[config.mk]
export PLATFORM = sky130hd
export DESIGN_NAME = axilite_fir_cfg
export DESIGN_NICKNAME = d
export VERILOG_FILES = /design/src/rtl/fir_cfg_pkg.sv /design/src/rtl/fir_ap_ctrl.sv /design/src/rtl/axilite_fir_cfg.sv
export SDC_FILE = /design/constraint.sdc
export NUM_CORES = 1
export LEC_CHECK = 0
export ABC_AREA = 1
export BUFFER_PORTS_ARGS = -buffer_cell sky130_fd_sc_hd__clkbuf_2
export CAP_MARGIN = 10
export CORE_AREA = 2 2 125 127
export CTS_BUF_LIST = sky130_fd_sc_hd__clkbuf_8
export DETAILED_ROUTE_END_ITERATION = 8
export DIE_AREA = 0 0 127 129
export PLACE_DENSITY_LB_ADDON = 0.08
export SLEW_MARGIN = 0
export SYNTH_ARGS = -nofsm -noshare
export SYNTH_HDL_FRONTEND = slang
export SYNTH_SLANG_ARGS = --single-unit
[constraint.sdc]
create_clock -name axis_clk -period 4.4 [get_ports axis_clk]
set_clock_uncertainty 0.05 [all_clocks]
set_input_delay 0.66 -clock axis_clk [delete_from_list [all_inputs] [get_ports axis_clk]]
set_output_delay 0.66 -clock axis_clk [all_outputs]
set_load 0.02 [all_outputs]
[src/rtl/fir_cfg_pkg.sv]
// Shared definitions for the FIR configuration slave: register map, ap_ctrl bit
// positions and the read-channel state encoding.
package fir_cfg_pkg;

    localparam logic [11:0] ADDR_AP_CTRL  = 12'h000;
    localparam logic [11:0] ADDR_DATA_LEN = 12'h010;
    localparam logic [11:0] ADDR_TAP_BASE = 12'h040;

    localparam int AP_START_BIT  = 0;
    localparam int AP_DONE_BIT   = 1;
    localparam int AP_IDLE_BIT   = 2;
    localparam int AP_IRQ_EN_BIT = 3;

    typedef enum logic [1:0] {
        R_IDLE,
        R_MEM,
        R_WAIT,
        R_RESP
    } rd_state_e;

endpackage

[src/rtl/fir_ap_ctrl.sv]
// ap_ctrl register block: start pulse, sticky done, idle tracking and, when
// AP_DONE_IRQ_EN is defined, the irq enable bit and registered irq output.
module fir_ap_ctrl
    import fir_cfg_pkg::*;
(
    input  logic        clk,
    input  logic        rst_n,
    input  logic        wr_en,
    input  logic [3:0]  wr_data,
    input  logic        done_in,
    input  logic        done_clr,
    output logic        start_pulse,
    output logic        idle,
    output logic [31:0] status
`ifdef AP_DONE_IRQ_EN
    ,
    output logic        irq
`endif
);

    logic done;
    logic irq_en_bit;
    logic start_ok;

    // A start request is honoured only when the engine is idle; bit0 itself is never stored.
    assign start_ok = wr_en && wr_data[AP_START_BIT] && idle;

    always_ff @(posedge clk or negedge rst_n) begin
        if (!rst_n) begin
            start_pulse <= 1'b0;
            done        <= 1'b0;
            idle        <= 1'b1;
        end else begin
            start_pulse <= start_ok;
            if (done_in) begin
                // A completion pulse wins over a read-clear landing in the same cycle.
                done <= 1'b1;
                idle <= 1'b1;
            end else begin
                if (done_clr) begin
                    done <= 1'b0;
                end
                if (start_ok) begin
                    idle <= 1'b0;
                end
            end
        end
    end

`ifdef AP_DONE_IRQ_EN
    logic irq_en;

    always_ff @(posedge clk or negedge rst_n) begin
        if (!rst_n) begin
            irq_en <= 1'b0;
            irq    <= 1'b0;
        end else begin
            if (wr_en) begin
                irq_en <= wr_data[AP_IRQ_EN_BIT];
            end
            irq <= done && irq_en;
        end
    end

    assign irq_en_bit = irq_en;
`else
    logic unused_irq_bit;

    assign unused_irq_bit = wr_data[AP_IRQ_EN_BIT];
    assign irq_en_bit     = 1'b0;
`endif

    always_comb begin
        status                = '0;
        status[AP_START_BIT]  = 1'b0;
        status[AP_DONE_BIT]   = done;
        status[AP_IDLE_BIT]   = idle;
        status[AP_IRQ_EN_BIT] = irq_en_bit;
    end

endmodule

[src/rtl/axilite_fir_cfg.sv]
// AXI-Lite slave decoding writes/reads into FIR control registers and the tap RAM port.
// Optional feature macro: AP_DONE_IRQ_EN (adds ap_ctrl bit3 irq_en and output irq_o).
module axilite_fir_cfg
    import fir_cfg_pkg::*;
#(
    parameter int pADDR_WIDTH = 12,
    parameter int pDATA_WIDTH = 32,
    parameter int Tape_Num    = 11
) (
    input  logic                   axis_clk,
    input  logic                   axis_rst_n,
    input  logic                   awvalid,
    output logic                   awready,
    input  logic [pADDR_WIDTH-1:0] awaddr,
    input  logic                   wvalid,
    output logic                   wready,
    input  logic [pDATA_WIDTH-1:0] wdata,
    input  logic                   arvalid,
    output logic                   arready,
    input  logic [pADDR_WIDTH-1:0] araddr,
    output logic                   rvalid,
    input  logic                   rready,
    output logic [pDATA_WIDTH-1:0] rdata,
    output logic                   tap_EN,
    output logic [3:0]             tap_WE,
    output logic [pADDR_WIDTH-1:0] tap_A,
    output logic [pDATA_WIDTH-1:0] tap_Di,
    input  logic [pDATA_WIDTH-1:0] tap_Do,
    output logic                   ap_start_o,
    input  logic                   ap_done_i,
    output logic [31:0]            data_length_o
`ifdef AP_DONE_IRQ_EN
    ,
    output logic                   irq_o
`endif
);

    localparam logic [pADDR_WIDTH-1:0] A_CTRL = pADDR_WIDTH'(ADDR_AP_CTRL);
    localparam logic [pADDR_WIDTH-1:0] A_LEN  = pADDR_WIDTH'(ADDR_DATA_LEN);
    localparam logic [pADDR_WIDTH-1:0] A_TAP  = pADDR_WIDTH'(ADDR_TAP_BASE);

    function automatic logic is_tap(input logic [pADDR_WIDTH-1:0] a);
        logic [pADDR_WIDTH-1:0] off;
        off = a - A_TAP;
        return (a >= A_TAP) && (off[1:0] == 2'b00) && ((off >> 2) < pADDR_WIDTH'(Tape_Num));
    endfunction

    logic                   aw_held;
    logic                   w_held;
    logic [pADDR_WIDTH-1:0] aw_addr;
    logic [pDATA_WIDTH-1:0] w_data;
    logic                   commit;
    logic                   wr_ctrl;
    logic                   wr_len;
    logic                   wr_tap;
    logic [31:0]            data_length;
    logic                   ap_idle;
    logic [31:0]            ap_status;
    logic                   done_clr;

    rd_state_e              rd_state;
    rd_state_e              rd_state_n;
    logic [pADDR_WIDTH-1:0] rd_off;
    logic                   rd_ctrl;
    logic                   mem_rd;
    logic                   ar_tap_go;
    logic [pDATA_WIDTH-1:0] reg_rdata;

    // Write address and data are held independently; the cycle both are present is the commit.
    assign awready = !aw_held;
    assign wready  = !w_held;
    assign commit  = aw_held && w_held;

    always_ff @(posedge axis_clk or negedge axis_rst_n) begin
        if (!axis_rst_n) begin
            aw_held <= 1'b0;
            w_held  <= 1'b0;
            aw_addr <= '0;
            w_data  <= '0;
        end else if (commit) begin
            aw_held <= 1'b0;
            w_held  <= 1'b0;
        end else begin
            if (awvalid && awready) begin
                aw_held <= 1'b1;
                aw_addr <= awaddr;
            end
            if (wvalid && wready) begin
                w_held <= 1'b1;
                w_data <= wdata;
            end
        end
    end

    // Tap and length writes are locked out while the engine is running.
    assign wr_ctrl = commit && (aw_addr == A_CTRL);
    assign wr_len  = commit && (aw_addr == A_LEN) && ap_idle;
    assign wr_tap  = commit && is_tap(aw_addr) && ap_idle;

    always_ff @(posedge axis_clk or negedge axis_rst_n) begin
        if (!axis_rst_n) begin
            data_length <= '0;
        end else if (wr_len) begin
            data_length <= 32'(w_data);
        end
    end

    assign data_length_o = data_length;

    fir_ap_ctrl u_ap_ctrl (
        .clk         (axis_clk),
        .rst_n       (axis_rst_n),
        .wr_en       (wr_ctrl),
        .wr_data     (w_data[3:0]),
        .done_in     (ap_done_i),
        .done_clr    (done_clr),
        .start_pulse (ap_start_o),
        .idle        (ap_idle),
        .status      (ap_status)
`ifdef AP_DONE_IRQ_EN
        ,
        .irq         (irq_o)
`endif
    );

    // Value returned for anything answered straight from registers (incl. busy tap reads).
    always_comb begin
        reg_rdata = '0;
        if (araddr == A_CTRL) begin
            reg_rdata = pDATA_WIDTH'(ap_status);
        end else if (araddr == A_LEN) begin
            reg_rdata = pDATA_WIDTH'(data_length);
        end else if (is_tap(araddr)) begin
            reg_rdata = '1;
        end
    end

    assign ar_tap_go = is_tap(araddr) && ap_idle;

    always_comb begin
        rd_state_n = rd_state;
        arready    = 1'b0;
        rvalid     = 1'b0;
        mem_rd     = 1'b0;
        case (rd_state)
            R_IDLE: begin
                arready = 1'b1;
                if (arvalid) begin
                    rd_state_n = ar_tap_go ? R_MEM : R_RESP;
                end
            end
            R_MEM: begin
                // The single RAM port goes to a committing write first; the read retries.
                if (!wr_tap) begin
                    mem_rd     = 1'b1;
                    rd_state_n = R_WAIT;
                end
            end
            R_WAIT: begin
                rd_state_n = R_RESP;
            end
            R_RESP: begin
                rvalid = 1'b1;
                if (rready) begin
                    rd_state_n = R_IDLE;
                end
            end
            default: rd_state_n = R_IDLE;
        endcase
    end

    always_ff @(posedge axis_clk or negedge axis_rst_n) begin
        if (!axis_rst_n) begin
            rd_state <= R_IDLE;
            rd_off   <= '0;
            rd_ctrl  <= 1'b0;
            rdata    <= '0;
        end else begin
            rd_state <= rd_state_n;
            if (rd_state == R_IDLE && arvalid) begin
                rd_off  <= araddr - A_TAP;
                rd_ctrl <= (araddr == A_CTRL);
                if (!ar_tap_go) begin
                    rdata <= reg_rdata;
                end
            end
            if (rd_state == R_WAIT) begin
                rdata <= tap_Do;
            end
        end
    end

    // Only a read that actually returned done=1 clears it.
    assign done_clr = (rd_state == R_RESP) && rready && rd_ctrl && rdata[AP_DONE_BIT];

    always_comb begin
        tap_EN = 1'b0;
        tap_WE = 4'h0;
        tap_A  = rd_off;
        tap_Di = w_data;
        if (wr_tap) begin
            tap_EN = 1'b1;
            tap_WE = 4'hF;
            tap_A  = aw_addr - A_TAP;
        end else if (mem_rd) begin
            tap_EN = 1'b1;
        end
    end

endmodule

; Yosys cells after proc, flatten, opt, wreduce, memory -nomap -nowiden
; Index checks and enable logic that the tools add are counted.
; Widths: inputs -> output; s select.
[op_classes]
n_lt_le_gt_ge = 4
mux = 27
bitwise = 1
addsub = 2
n_reduce_logical = 35
n_eq_ne = 9
[op_table]
columns = operator, n
row1 = $mux 32, 6
row2 = $eq 12x5->1 const B, 2
row3 = $ge 12x7->1 const B, 2
row4 = $logic_not 12->1, 2
row5 = $sub 12x7->12 const B, 2
row6 = $lt 10x4->1 const B, 2
row7 = $logic_and 1x1->1, 19
row8 = $mux 1, 14
row9 = $mux 12, 1
row10 = $reduce_bool 2->1, 5
row11 = $mux 2, 4
row12 = $pmux 2 s4, 1
row13 = $logic_not 2->1, 3
row14 = $ne 2x2->1 const B, 3
row15 = $reduce_and 2->1, 3
row16 = $eq 2x2->1 const B, 2
row17 = $mux 4, 1
row18 = $reduce_and 3->1, 1
row19 = $eq 2x1->1 const B, 1
row20 = $logic_not 1->1, 2
row21 = $ne 2x1->1 const B, 1
row22 = $not 1->1, 1
[word_totals]
reg_bits = 128
word_cells = 90
output_inout_bits = 118
in_bits = 95

; Depth between registers and ports, before layout
[depth]
depth_word = 10
mapped_depth = 12
ltp_nobuf = 12

; By module
; Synthesis repeated with hierarchy kept, for this count alone.
[hier_totals]
hier_cells = 940
area_unflattened_um2 = 7024.2
[by_module_without_submodules]
columns = module, cells_each, area_each_um2, seq_area_each_um2, instances
row1 = axilite_fir_cfg, 896, 6668.9, 3128.0, 1
row2 = fir_ap_ctrl, 44, 355.3, 76.3, 1

; Least setup slack after synthesis
; No wires, ideal clock.
[synth_path]
path_type = register to output
start = reg aw_addr[6]
end = out tap_A[2]
required_time_ps = 3690
stages_incl_launch_ff = 8
path_slack_ps = 1854
arrival_ps = 1836
path_buffers = 1
cell_sequence = dfrtp_1 inv_1 ha_1 xor2_1 nor4_1 nand2_1 clkbuf_1 o21ai_0
[synth_between]
elab_chain_len = 6
word_cells_on_any_way = 8
classes_between = add/sub (1) / order compare (2) / mux (1) / reduce/logical (4)
[synth_rtl]
columns = element, line
row1 = start: declaration, axilite_fir_cfg.sv:50  ; logic [pADDR_WIDTH-1:0] aw_addr;
row2 = start signal: assignment, axilite_fir_cfg.sv:86  ; aw_addr <= awaddr;
row3 = $sub 12x7->12 or $ge 12x7->1 (tied branches), "axilite_fir_cfg.sv:44, axilite_fir_cfg.sv:45"
row4 = $lt 10x4->1 or $logic_and 1x1->1 (tied branches), axilite_fir_cfg.sv:45  ; return (a >= A_TAP) && (off[1:0] == 2'b00) && ((off >> 2) < pADDR_WIDTH'(Tape_Num));
row5 = $logic_and 1x1->1 (*), axilite_fir_cfg.sv:45
row6 = $logic_and 1x1->1 (*) (2 in a row), axilite_fir_cfg.sv:98  ; assign wr_tap = commit && is_tap(aw_addr) && ap_idle;
row7 = $mux 12 (*), axilite_fir_cfg.sv:201  ; if (wr_tap) begin
row8 = end: declaration, axilite_fir_cfg.sv:26  ; output logic [pADDR_WIDTH-1:0] tap_A,
; Every way passes the cells marked *; elsewhere a longest branch is shown, timed or not.

; Final worst setup path
[layout_path]
start = reg aw_addr[8]
end = out tap_EN
[layout_between]
elab_chain_len = 9
word_cells_on_any_way = 11
classes_between = add/sub (1) / order compare (2) / mux (4) / reduce/logical (4)
[layout_rtl]
columns = element, line
row1 = $sub 12x7->12 or $ge 12x7->1 (tied branches), "axilite_fir_cfg.sv:44, axilite_fir_cfg.sv:45"
row2 = $lt 10x4->1 or $logic_and 1x1->1 (tied branches), axilite_fir_cfg.sv:45
row3 = $logic_and 1x1->1 (*), axilite_fir_cfg.sv:45
row4 = $logic_and 1x1->1 (*) (2 in a row), axilite_fir_cfg.sv:98
row5 = $mux 1, axilite_fir_cfg.sv:154  ; if (!wr_tap) begin
row6 = $mux 1, axilite_fir_cfg.sv:145  ; case (rd_state)
row7 = $mux 1, axilite_fir_cfg.sv:205  ; end else if (mem_rd) begin
row8 = $mux 1 (*), axilite_fir_cfg.sv:201
row9 = end: declaration, axilite_fir_cfg.sv:24  ; output logic tap_EN,
; Marks and branches as above.

==> results.py <==
metrics = {
    "timing": {
        "worstMarginPinSlew_ps": 1042,
        "finalMaxSlewViolations": 0,
        "report.final.setup_viol": 0,
        "final_cycle_utilization_of_the_critical_path_pct": 74.18,
        "max-slew-margin-rel_pct": 30.30,
        "post-route-min-period_ps": 3264,
        "fmaxAchievable_mhz": 306.4,
        "rsz0062_at_grt": "no",
        "setup-tns-final_ps": 0,
        "finalHoldViolCount": 0,
    },
    "synthesis": {
        "seq_area_frac_synth_pct": 54.09,
        "most_frequent_cell_after_synthesis": "nand2_1",
        "post_synth_most_frequent_cells": "203 x nand2_1, 127 x dfrtp_1, 62 x inv_1",
        "avgSynthCellArea_um2": 8.561,
        "netlist-cell-type-count": 36,
        "post_synth_main_area_contributors": "dfrtp_1 54%, nand2_1 13%, nand3_1 5.0%",
        "yosys.area.top_type": "dfrtp_1",
        "synthesis.nets": 797,
        "postSynth.topFlopCell": "dfrtp_1",
        "netlist.area_leader.share_pct": 53.64,
        "synth_async_sr_flop_share_pct": 100.0,
        "number_of_flops_mapped_to_enable_cells_by_yosys": 0,
        "synth.cell_area_um2": 5924,
        "synth_warnings": 0,
        "synth-seq-cells": 128,
        "synth_cells": 692,
    },
    "clock_network": {
        "cts_resized": 0,
        "cts_post_setup_buffers_inserted": 0,
        "clockRootBuffer": "clkbuf_8",
        "cts_buffer_depth": 2,
        "cts_tree": "built",
        "cts_hold_buffers": 0,
        "clk-insertion-delay-late_ps": 440,
        "h-tree-depth": 4,
        "clock_buffer_count_from_cts": 17,
        "cts.clk_slew.worst_paths_ps": 80,
        "cts_num_sinks": 128,
    },
    "setup_path": {
        "timing.critical_path.arrival_ps": 2550,
        "crit_path_top_delay_cell": "dfrtp_1",
        "crit_type": "flop to output port",
        "path_max_fanout": 13,
        "worstSetupStartpointType": "flop",
        "cp-end-kind": "output port",
        "cpPeakStageDelay_ps": 440,
        "path_cells": "or2_1 -> nor3_1 -> nor3_1 -> nand2_1 -> clkinv_1 -> or2_2 -> clkbuf_2",
        "timing.critical_path.required_ps": 3690,
        "worst_path_most_repeated_cell": "nor3_1",
    },
    "floorplanning": {
        "fp.dieH_um": 129,
        "fp.dieArea_um2": 16380,
        "starting_density_pct": 39.56,
        "placeableCoreArea_um2": 14980,
        "die_width_um": 127,
        "ioPinCount": 213,
        "rows": 45,
    },
    "finish": {
        "final_cell_count_no_fill": 1091,
        "fin_nets": 995,
        "nFillCells": 1481,
        "flow.area_growth_from_synthesis_pct": 26.02,
        "post_route_cells_drive_above_1_share_pct": 30.79,
        "finish.instance_area_um2": 7466,
        "antenna_cells": 0,
    },
    "routing": {
        "detail_route.vias_per_cell": 4.740,
        "top_layer_used": "met4",
        "drt.antenna.violating_nets": 0,
        "dr.first_iter.drc_count": 261,
        "met1Wirelength_um": 7846,
        "dr.pass1.iters": 4,
        "drc": 0,
        "met3_wirelength_um": 929,
        "postRouteWirelength_um": 16650,
        "dr_total_vias": 5171,
        "met2WireLength_um": 7672,
        "routedWlPerCell_um": 15.26,
    },
    "placement": {
        "detailedPlacementHpwl_um": 11980,
        "placement.cell_area_um2": 7058,
        "routabilityCongestion": 0.8494,
        "dp_cells": 1059,
        "portBuffers": 212,
    },
    "grt": {
        "grt_max_degree": 101,
        "gr-total-overflow": 0,
        "first_global_vias": 5191,
        "initial_antenna_violation_count": 0,
        "grt_first_pass_wirelength_um": 26740,
        "groute.usage.overall_pct": 21.06,
    },
    "pwr": {
        "leakage_nw": 4.169,
        "power.total_mw": 4.865,
        "ir_worst_vdd_uv": 415.4,
        "pwr_density_cell_nw_per_um2": 651.7,
    },
    "run_status": {
        "run_status": "finished clean",
    },
    "min_path": {
        "worst_hold_path_type": "primary input to asynchronous set/reset pin",
    },
    "flow_run": {
        "cap_viol_max_count": 0,
    },
}
-- final cells by class --
cell class / instances / area, µm² / area share [%]
sequential: 128 / 3204 / 42.92
multi-input combinational: 464 / 2288 / 30.65
timing repair buffer: 215 / 1090 / 14.60
clock buffer: 19 / 261.5 / 3.503
inverter: 64 / 240.2 / 3.218
tap: 188 / 235.2 / 3.151
clock inverter: 13 / 146.4 / 1.961
-- metrics by stage --
stage / hold slack [ps] / utilization, % / setup slack (ps)
floorplan: 314.4 / - / 1854
detailed placement: 419.8 / 47.13 / 1361
global placement: 408.5 / 47.13 / 1396
CTS: 306.7 / 49.85 / 1116
global route: 330.8 / 49.85 / 909.6
finish: 269.1 / 49.85 / 1136
-- placed cells by master, fill, tap and decap left out, types with 4 or more instances in the layout --
cell / instances
dfrtp_1: 127
clkbuf_8: 19
nand2_1: 201
ha_1: 10
a21oi_1: 38
mux2_2: 19
nand3_1: 59
clkbuf_2: 211
nand4_1: 4
clkinv_2: 4
nor2_1: 55
o21ai_0: 51
inv_1: 65
-- logic make-up after synthesis --
family / after synthesis / share of synthesized area (%)
AO/OA/AOI/OAI: 94 / 8.300
XOR/XNOR: 2 / 0.2957
adder cells (fa/ha/maj): 10 / 2.112
buffers and inverters: 100 / 7.370
flip-flops: 128 / 54.09
multiplexers: 19 / 3.611
AND/OR/NAND/NOR: 339 / 24.22
-- flip-flops by register name, indices dropped and copies added (netlist names) --
register and cells:
aw_addr 12, aw_held 1, data_length_o 32, rd_ctrl 1, rd_off 12, rd_state 2
rdata 32, tap_Di 32, u_ap_ctrl.done 1, u_ap_ctrl.idle 1, u_ap_ctrl.start_pulse 1, w_held 1
-- where the power goes --
part	internal [mW]	leakage, nW	switching [mW]
clock	0.582	0.219	0.471
combinational	0.634	2.36	1.34
sequential	1.59	1.59	0.251
total	2.80	4.17	2.06
-- metal layers --
layer	GRT usage [%]	up-vias
met3	5.613	14
met4	7.628	0
met5	0	-
li1	-	2601
met2	33.59	158
met1	27.88	2398
-- critical path, delay by kind of cell (launching register included) --
family	cells	cell delay [ps]
buf+inv	2	510
simple gates	5	1160
flops	1	440
-- worst paths after layout --
kind	startpoint	slack, ps	to	depth (start not counted)
setup / recovery	aw_addr[8]	1140	tap_EN	7
setup reg to reg	rd_state[0]	1630	rdata[17]	8
hold reg to reg	rdata[4]	440	rdata[4]	2
hold / removal	axis_rst_n	270	rd_off[0]	1
max in group asynchronous	axis_rst_n	3020	data_length_o[0]	2
min in group axis_clk	tap_Do[4]	390	rdata[4]	3
No activity file was read; power rests on OpenSTA's default activity.
